<file path="src/rtl/counter_arb_pkg.sv">
// counter_arb_pkg: counter mode encodings, arbiter state encoding and terminal counts.
package counter_arb_pkg;
  localparam logic [1:0] MODE_UP3  = 2'b00;
  localparam logic [1:0] MODE_DN1  = 2'b01;
  localparam logic [1:0] MODE_UP1  = 2'b10;
  localparam logic [1:0] MODE_LOAD = 2'b11;
  localparam logic [3:0] TERM_UP = 4'hF;
  localparam logic [3:0] TERM_DN = 4'h0;
  typedef enum logic [2:0] {
    ST_IDLE = 3'd0,
    ST_LOAD = 3'd1,
    ST_RUN  = 3'd2,
    ST_DONE = 3'd3,
    ST_ERR  = 3'd4
  } state_t;
endpackage

</file>
<file path="src/rtl/counter_arbiter_rr_picker.sv">
// rr_picker: first set req bit at or above ptr, wrapping; returns one-hot winner and its index.
module rr_picker #(
  parameter int NREQ = 4,
  parameter int IDW  = 2
) (
  input  logic [NREQ-1:0] req,
  input  logic [IDW-1:0]  ptr,
  output logic [NREQ-1:0] win,
  output logic [IDW-1:0]  idx
);
  logic [2*NREQ-1:0] dbl;
  always_comb begin
    dbl = {req, req} >> ptr;
    idx = '0;
    for (int k = NREQ - 1; k >= 0; k--)
      if (dbl[k]) idx = IDW'((int'(ptr) + k) % NREQ);
    win = |req ? NREQ'(1) << idx : '0;
  end
endmodule

</file>
<file path="src/rtl/counter_arbiter.sv">
// counter_arbiter: shares one 4-bit counter among NREQ requesters with load/run/watchdog control.
// Define COUNTER_ARB_RR_EN for round-robin arbitration; otherwise lowest index wins.
module counter_arbiter
  import counter_arb_pkg::*;
#(
  parameter int NREQ    = 4,
  parameter int IDW     = 2,
  parameter int MAX_RUN = 20
) (
  input  logic              clk,
  input  logic              reset,
  input  logic [NREQ-1:0]   req,
  input  logic [4*NREQ-1:0] req_D,
  input  logic [NREQ-1:0]   req_dir,
  output logic [NREQ-1:0]   gnt,
  output logic [NREQ-1:0]   done,
  output logic [NREQ-1:0]   err,
  output logic              busy,
  output logic [IDW-1:0]    owner,
  output logic              cnt_enable,
  output logic [1:0]        cnt_mode,
  output logic [3:0]        cnt_D,
  input  logic [3:0]        cnt_Q,
  input  logic              cnt_rco,
  input  logic              cnt_load
);
  state_t          state;
  logic [7:0]      run_cnt, run_nxt;
  logic            load_wait;
  logic [NREQ-1:0] win;
  logic [IDW-1:0]  win_idx, ptr;
  logic [3:0]      own_d;
  logic            own_dir, own_req, unused_q;
  rr_picker #(.NREQ(NREQ), .IDW(IDW)) u_pick (.req(req), .ptr(ptr), .win(win), .idx(win_idx));
  // completion comes from rco; Q is only observed by the requesters
  assign unused_q   = ^cnt_Q;
  assign own_d      = 4'(req_D >> {owner, 2'b00});
  assign own_dir    = 1'(req_dir >> owner);
  assign own_req    = 1'(req >> owner);
  assign run_nxt    = run_cnt == 8'hFF ? run_cnt : run_cnt + 8'd1;
  assign busy       = state != ST_IDLE;
  assign cnt_enable = state == ST_LOAD || state == ST_RUN;
  assign cnt_mode   = state == ST_LOAD ? MODE_LOAD : state == ST_RUN ? (own_dir ? MODE_UP1 : MODE_DN1) : MODE_UP3;
  assign cnt_D      = state == ST_LOAD ? own_d : 4'h0;
`ifdef COUNTER_ARB_RR_EN
  always_ff @(posedge clk)
    if (reset) ptr <= '0;
    else if (state == ST_DONE || state == ST_ERR) ptr <= owner == IDW'(NREQ - 1) ? '0 : owner + IDW'(1);
`else
  assign ptr = '0;
`endif
  always_ff @(posedge clk) begin
    if (reset) begin
      state     <= ST_IDLE;
      gnt       <= '0;
      done      <= '0;
      err       <= '0;
      owner     <= '0;
      run_cnt   <= '0;
      load_wait <= 1'b0;
    end else begin
      done <= '0;
      err  <= '0;
      case (state)
        ST_IDLE: if (|req) begin
          state     <= ST_LOAD;
          gnt       <= win;
          owner     <= win_idx;
          run_cnt   <= '0;
          load_wait <= 1'b0;
        end
        ST_LOAD: if (cnt_load) state <= ST_RUN;
          else if (load_wait) begin
            state <= ST_ERR;
            err   <= gnt;
          end else load_wait <= 1'b1;
        ST_RUN: begin
          run_cnt <= run_nxt;
          if (!own_req) begin
            state <= ST_IDLE;
            gnt   <= '0;
          end else if (cnt_rco) begin
            state <= ST_DONE;
            done  <= gnt;
          end else if (run_nxt == 8'(MAX_RUN)) begin
            state <= ST_ERR;
            err   <= gnt;
          end
        end
        ST_DONE, ST_ERR: begin
          state <= ST_IDLE;
          gnt   <= '0;
        end
        default: state <= ST_IDLE;
      endcase
    end
  end
endmodule

</file>
<file path="config.mk">
export PLATFORM = sky130hd
export DESIGN_NAME = counter_arbiter
export DESIGN_NICKNAME = d
export VERILOG_FILES = /design/src/rtl/counter_arb_pkg.sv /design/src/rtl/counter_arbiter_rr_picker.sv /design/src/rtl/counter_arbiter.sv
export SDC_FILE = /design/constraint.sdc
export NUM_CORES = 1
export LEC_CHECK = 0
export BUFFER_PORTS_ARGS = -buffer_cell sky130_fd_sc_hd__clkbuf_2
export CAP_MARGIN = 0
export CORE_AREA = 4 4 66 68
export CTS_CLUSTER_DIAMETER = 100
export DETAILED_ROUTE_END_ITERATION = 16
export DIE_AREA = 0 0 70 72
export PLACE_DENSITY_LB_ADDON = 0.12
export SLEW_MARGIN = 20
export SYNTH_ARGS = -nofsm -noshare
export SYNTH_HDL_FRONTEND = slang
export SYNTH_HIERARCHICAL = 1
export SYNTH_SLANG_ARGS = --single-unit
</file>
<file path="constraint.sdc">
create_clock -name clk -period 2.07 [get_ports clk]
set_clock_uncertainty 0.2 [all_clocks]
set_input_delay 0.207 -clock clk [delete_from_list [all_inputs] [get_ports clk]]
set_output_delay 0.207 -clock clk [all_outputs]
set_load 0.05 [all_outputs]
</file>
Word level (Yosys, flattened, before mapping)
Cells that the tools add are included.
- output and inout bits: 22
- register bits after elaboration: 26
- word-level logic and storage cells: 70
- shifts and indexed selects: 4
- reduce and logical (&&, ||, !) cells: 14
- mux-type cells: 30
- add/subtract/negate cells: 1
- equality and inequality tests: 11
- bitwise logic cells: 3
- operators with widths (kind ; count):
    two-way mux 4 bit ; 8
    two-way mux 3 bit ; 6
    two-way mux 8 bit ; 2
    case mux 8 bit (2 select lines) ; 1
    right shift 16 x 4 -> 4 bit ; 1
    two-way mux 2 bit ; 7
    case mux 4 bit (3 select lines) ; 1
    case mux 3 bit (3 select lines) ; 1
    AND reduction 3 bit ; 3
    adder 8 x 1 -> 8 bit (second input constant) ; 1
    equality test 8 x 5 -> 1 bit (second input constant) ; 1
    equality test 8 bit (second input constant) ; 1
    case mux 4 bit (2 select lines) ; 1
    OR reduction 4 bit ; 2
    right shift 4 x 2 -> 1 bit ; 2
    equality test 3 x 2 -> 1 bit (second input constant) ; 2
    inequality test 2 bit (second input constant) ; 3
    nonzero test 3 bit ; 2
    inequality test 4 x 3 -> 1 bit (second input constant) ; 1
    AND reduction 2 bit ; 2
    nonzero test 2 bit ; 2
    << shifter 1 x 2 -> 4 bit (first input constant) ; 1
    equality test 3 x 1 -> 1 bit (second input constant) ; 1
    equality test 3 bit (second input constant) ; 1
    7 further kinds ; 10

Logic depth before layout (Yosys ltp)
- depth in word-level cells: 7
- gate-level depth with buffers: 7

Hierarchy
The synthesis kept the hierarchy.
- modules (own cells, without submodules) (module ; times used ; cells each ; area each (um^2)):
    counter_arbiter ; 1 ; 160 ; 1491.4
    rr_picker ; 1 ; 28 ; 166.4

Worst setup path after synthesis
OpenSTA, ideal clock, no wires.
- path type: register -> output
- start: reg owner[0]
- end: out cnt_mode[0]
- path slack: -789 ps
- buffers on the path: 1
- cell stages (with the launch flop): 4
- data arrival time: 2452 ps
- path through: dfxtp_1 -> buf_6 -> mux4_2 -> o21ai_0
- word-level cells in the longest chain between the ends: 4
- ends and longest elaborated chain (what ; line ; RTL):
    start, declared ; counter_arbiter.sv:19 ; output logic [IDW-1:0] owner,
    start signal, assigned ; counter_arbiter.sv:68 ; owner <= win_idx;
    right shift 4 x 2 -> 1 bit ; counter_arbiter.sv:38 ; assign own_dir = 1'(req_dir >> owner);
    two-way mux 2 bit (3 in series) ; counter_arbiter.sv:43 ; assign cnt_mode = state == ST_LOAD ? MODE_LOAD : state == ST_RUN ? (own_dir ? MODE_UP1 : MODE_DN1) : MODE_UP3;
    end, declared ; counter_arbiter.sv:21 ; output logic [1:0] cnt_mode,
Every way passes these cells.

Worst setup path in the final report
Ends and elaborated chain as after synthesis.

==> results.md <==
- H-tree levels: 1
- Post-route ant nets: 0
- Total track usage: 16.0%
- Iter 0 DRT Violations: 99
- Worst skew pair latency: 0.27 ns
- CTS sink count: 26
- Primary FF master, synth: dfxtp_1
- Die span in x: 70 µm
- Worst hold path type: in2reg
- Die area: 0.00504 mm²
- WP data required: 1.66 ns
- IO Pins: 54
- P_int: 1.00 mW
- Endpoint class of the critical path: output port
- Final HPWL DP: 3230 µm
- Synthesized area: 0.00166 mm²
- Sequential share of power: 36.1%
- # DRC: 0
- Minimum clock period: 2.00 ns
- WP data arrival: 1.60 ns
- PortBufs: 49
- Register area share after synthesis: 31.4%
- Final hold vios: 0
- #FFs+latches synth: 26
- WHS: 0.0187 ns
- Postcts setup bufs: 0
- Fraction of layout cells with a size suffix above 1: 40.1%
- CTS tree: done
- Fmax: 0.499 GHz
- Compound-cell area share of the yosys netlist: 18.9%
- Number of global-route vias before repair: 1462
- Gpl congestion: 0.890
- Drt first pass iters: 4
- Root Driver: clkbuf_8
- Status: finished, final reports clean
- Die height: 72 µm
- Synth async-reset ratio: 0%
- Total wire length: 4120 µm
- Core Area: 0.00386 mm²
- Num CTS Buffers: 3
- Critical Path Source Type: flip-flop
- Yosys warning total: 6
- Switch Pwr: 0.538 mW
- Number of flops mapped to enable cells by yosys: 0
- Post-Place Worst Slack: 0.126 ns
- Clock share of power: 27.1%
- Synth cell types: 48
- Simple-gate share of the synthesized area: 30.5%
- Mean Syn Cell Area: 8.82 µm²
- Main combinational cell family by area after synthesis: simple AND/OR/NAND/NOR gates
- VDD IR max: 0.281 mV
- Commonest non-fill, non-tap cell in the layout: clkbuf_2
- Sw Share: 34.9%
- Largest net degree at the start of global routing: 20
- Critical path peak fanout: 8
- Routed via count: 1579
- Crit Path Class: reg2out
- Initial Util: 43.0%
- Period utilization: 96.8%
- CTS Hold Bufs: 0
- Combinational share of power: 36.8%
- Synth Area in XOR/XNOR: 1.06%
- Multiplexer share of the synthesized area: 11.8%
- Commonest non-fill, non-tap cells in the layout: 43 x clkbuf_2, 23 x dfxtp_1, 19 x nor2_1
- # diodes: 0
- Mean routed wirelength per cell: 13.6 µm
- Total power: 1.54 mW
- Fillcell total: 391
- Clock slew at reported path FFs: 0.09 ns
- Grt total ovfl: 0
- Max cap viols: 0
- CTS Buffer Depth: 2
- Post-Synthesis Cells: 188
- Initial antenna violation count: 0
- Power Density: 708 mW/mm²
- Area added between synthesis and finish: 31.2%
- First-pass GRT wire length: 6590 µm
- Slew Viols, Final: 0
- Leakage power: 0.879 nW
- Synth Area in Adders: 0.755%
- Number of setup violations in the final report: 0
- Setup ws final: 0.0665 ns
- Site Rows: 23
- DR vias/cell: 5.23
- NumNets Final: 286
-- layout make-up --
type	instances	area (µm²)	share of cell area [%]
Inverter	9	33.8	1.55
Sequential cell	26	527	24.2
Clock inverter	1	30.0	1.38
Multi-Input combinational cell	150	1110	50.9
Clock buffer	3	41.3	1.90
Tap cell	50	62.6	2.88
Timing Repair Buffer	63	374	17.2
-- through the flow --
| step | utilization (%) | TNS [ns] | cell area, µm² | cells |
|---|---|---|---|---|
| global placement | 53.2 | 0 | 2050 | 298 |
| finish | 56.4 | 0 | 2170 | 302 |
| floorplan | - | 0 | 1690 | 194 |
| CTS | 55.3 | 0 | 2130 | 302 |
| detailed placement | 53.2 | 0 | 2050 | 298 |
| global route | 56.4 | -0.281 | 2170 | 302 |
-- state kept, by name, indices dropped and copies added (netlist names) --
name	count
run_cnt	8
done	4
state	3
err	4
load_wait	1
owner	2
gnt	4
-- synth_stat cells (3+ instances only) --
| cell | number | area, µm² |
|---|---|---|
| and2_1 | 9 | 56.3 |
| a21oi_1 | 11 | 55.1 |
| clkbuf_1 | 4 | 15.0 |
| nor3_1 | 7 | 35.0 |
| inv_1 | 9 | 33.8 |
| nand2_1 | 17 | 63.8 |
| nand3_1 | 4 | 20.0 |
| and3_1 | 5 | 31.3 |
| a311oi_1 | 5 | 43.8 |
| dfxtp_1 | 26 | 521 |
| a211oi_1 | 4 | 30.0 |
| mux4_2 | 6 | 135 |
| o21ai_0 | 4 | 20.0 |
| nor2_1 | 19 | 71.3 |
| nor3b_2 | 5 | 62.6 |
| o31ai_1 | 3 | 22.5 |
| mux2i_1 | 6 | 60.1 |
-- cells by family (layout without fill, tap and decap cells) --
kind of cell | Yosys count | after routing
adders and majority gates | 1 | 1
buffers and inverters | 18 | 76
and+or+nand+nor | 86 | 86
muxes | 12 | 12
DFF | 26 | 26
other | 1 | 7
xor gates and xnor gates | 2 | 2
AOI/OAI and AO/OA | 42 | 42
-- routing by layer --
layer	share of wire, %	GRT usage, %
met5	0	0
met4	0.63	4.89
met3	3.4	2.08
met2	53	28.3
met1	43	20.3
-- path summary, 6_finish.rpt --
kind	start	end	slack, ns	depth (start not counted)
setup reg to reg	run_cnt[2]	state[0]	0.07	5
setup / recovery	owner[0]	cnt_mode[0]	0.07	3
hold / removal	cnt_load	state[1]	0.02	3
hold reg to reg	load_wait	load_wait	0.30	2
-- critical path: stages, from the launching register on --
cell and delay, ns:
dfxtp_4 0.43, mux4_2 0.56, o21ai_4 0.13, buf_4 0.20
-- power groups by stage --
stage          sequential, mW  combinational, mW  clock (mW)
2_1_floorplan           0.591              0.376           0
4_1_cts                 0.556              0.549       0.424
3_3_place_gp            0.568              0.539           0
3_5_place_dp            0.568              0.543           0
6_report                0.556              0.568       0.417
5_1_grt                 0.563              0.606       0.447
-- what timing repair did --
action,in CTS,in global routing
pin swaps,0,1
resized for setup,3,21
endpoints found under the setup margin,6,14
Note: power is estimated with default switching activity, not from simulation.
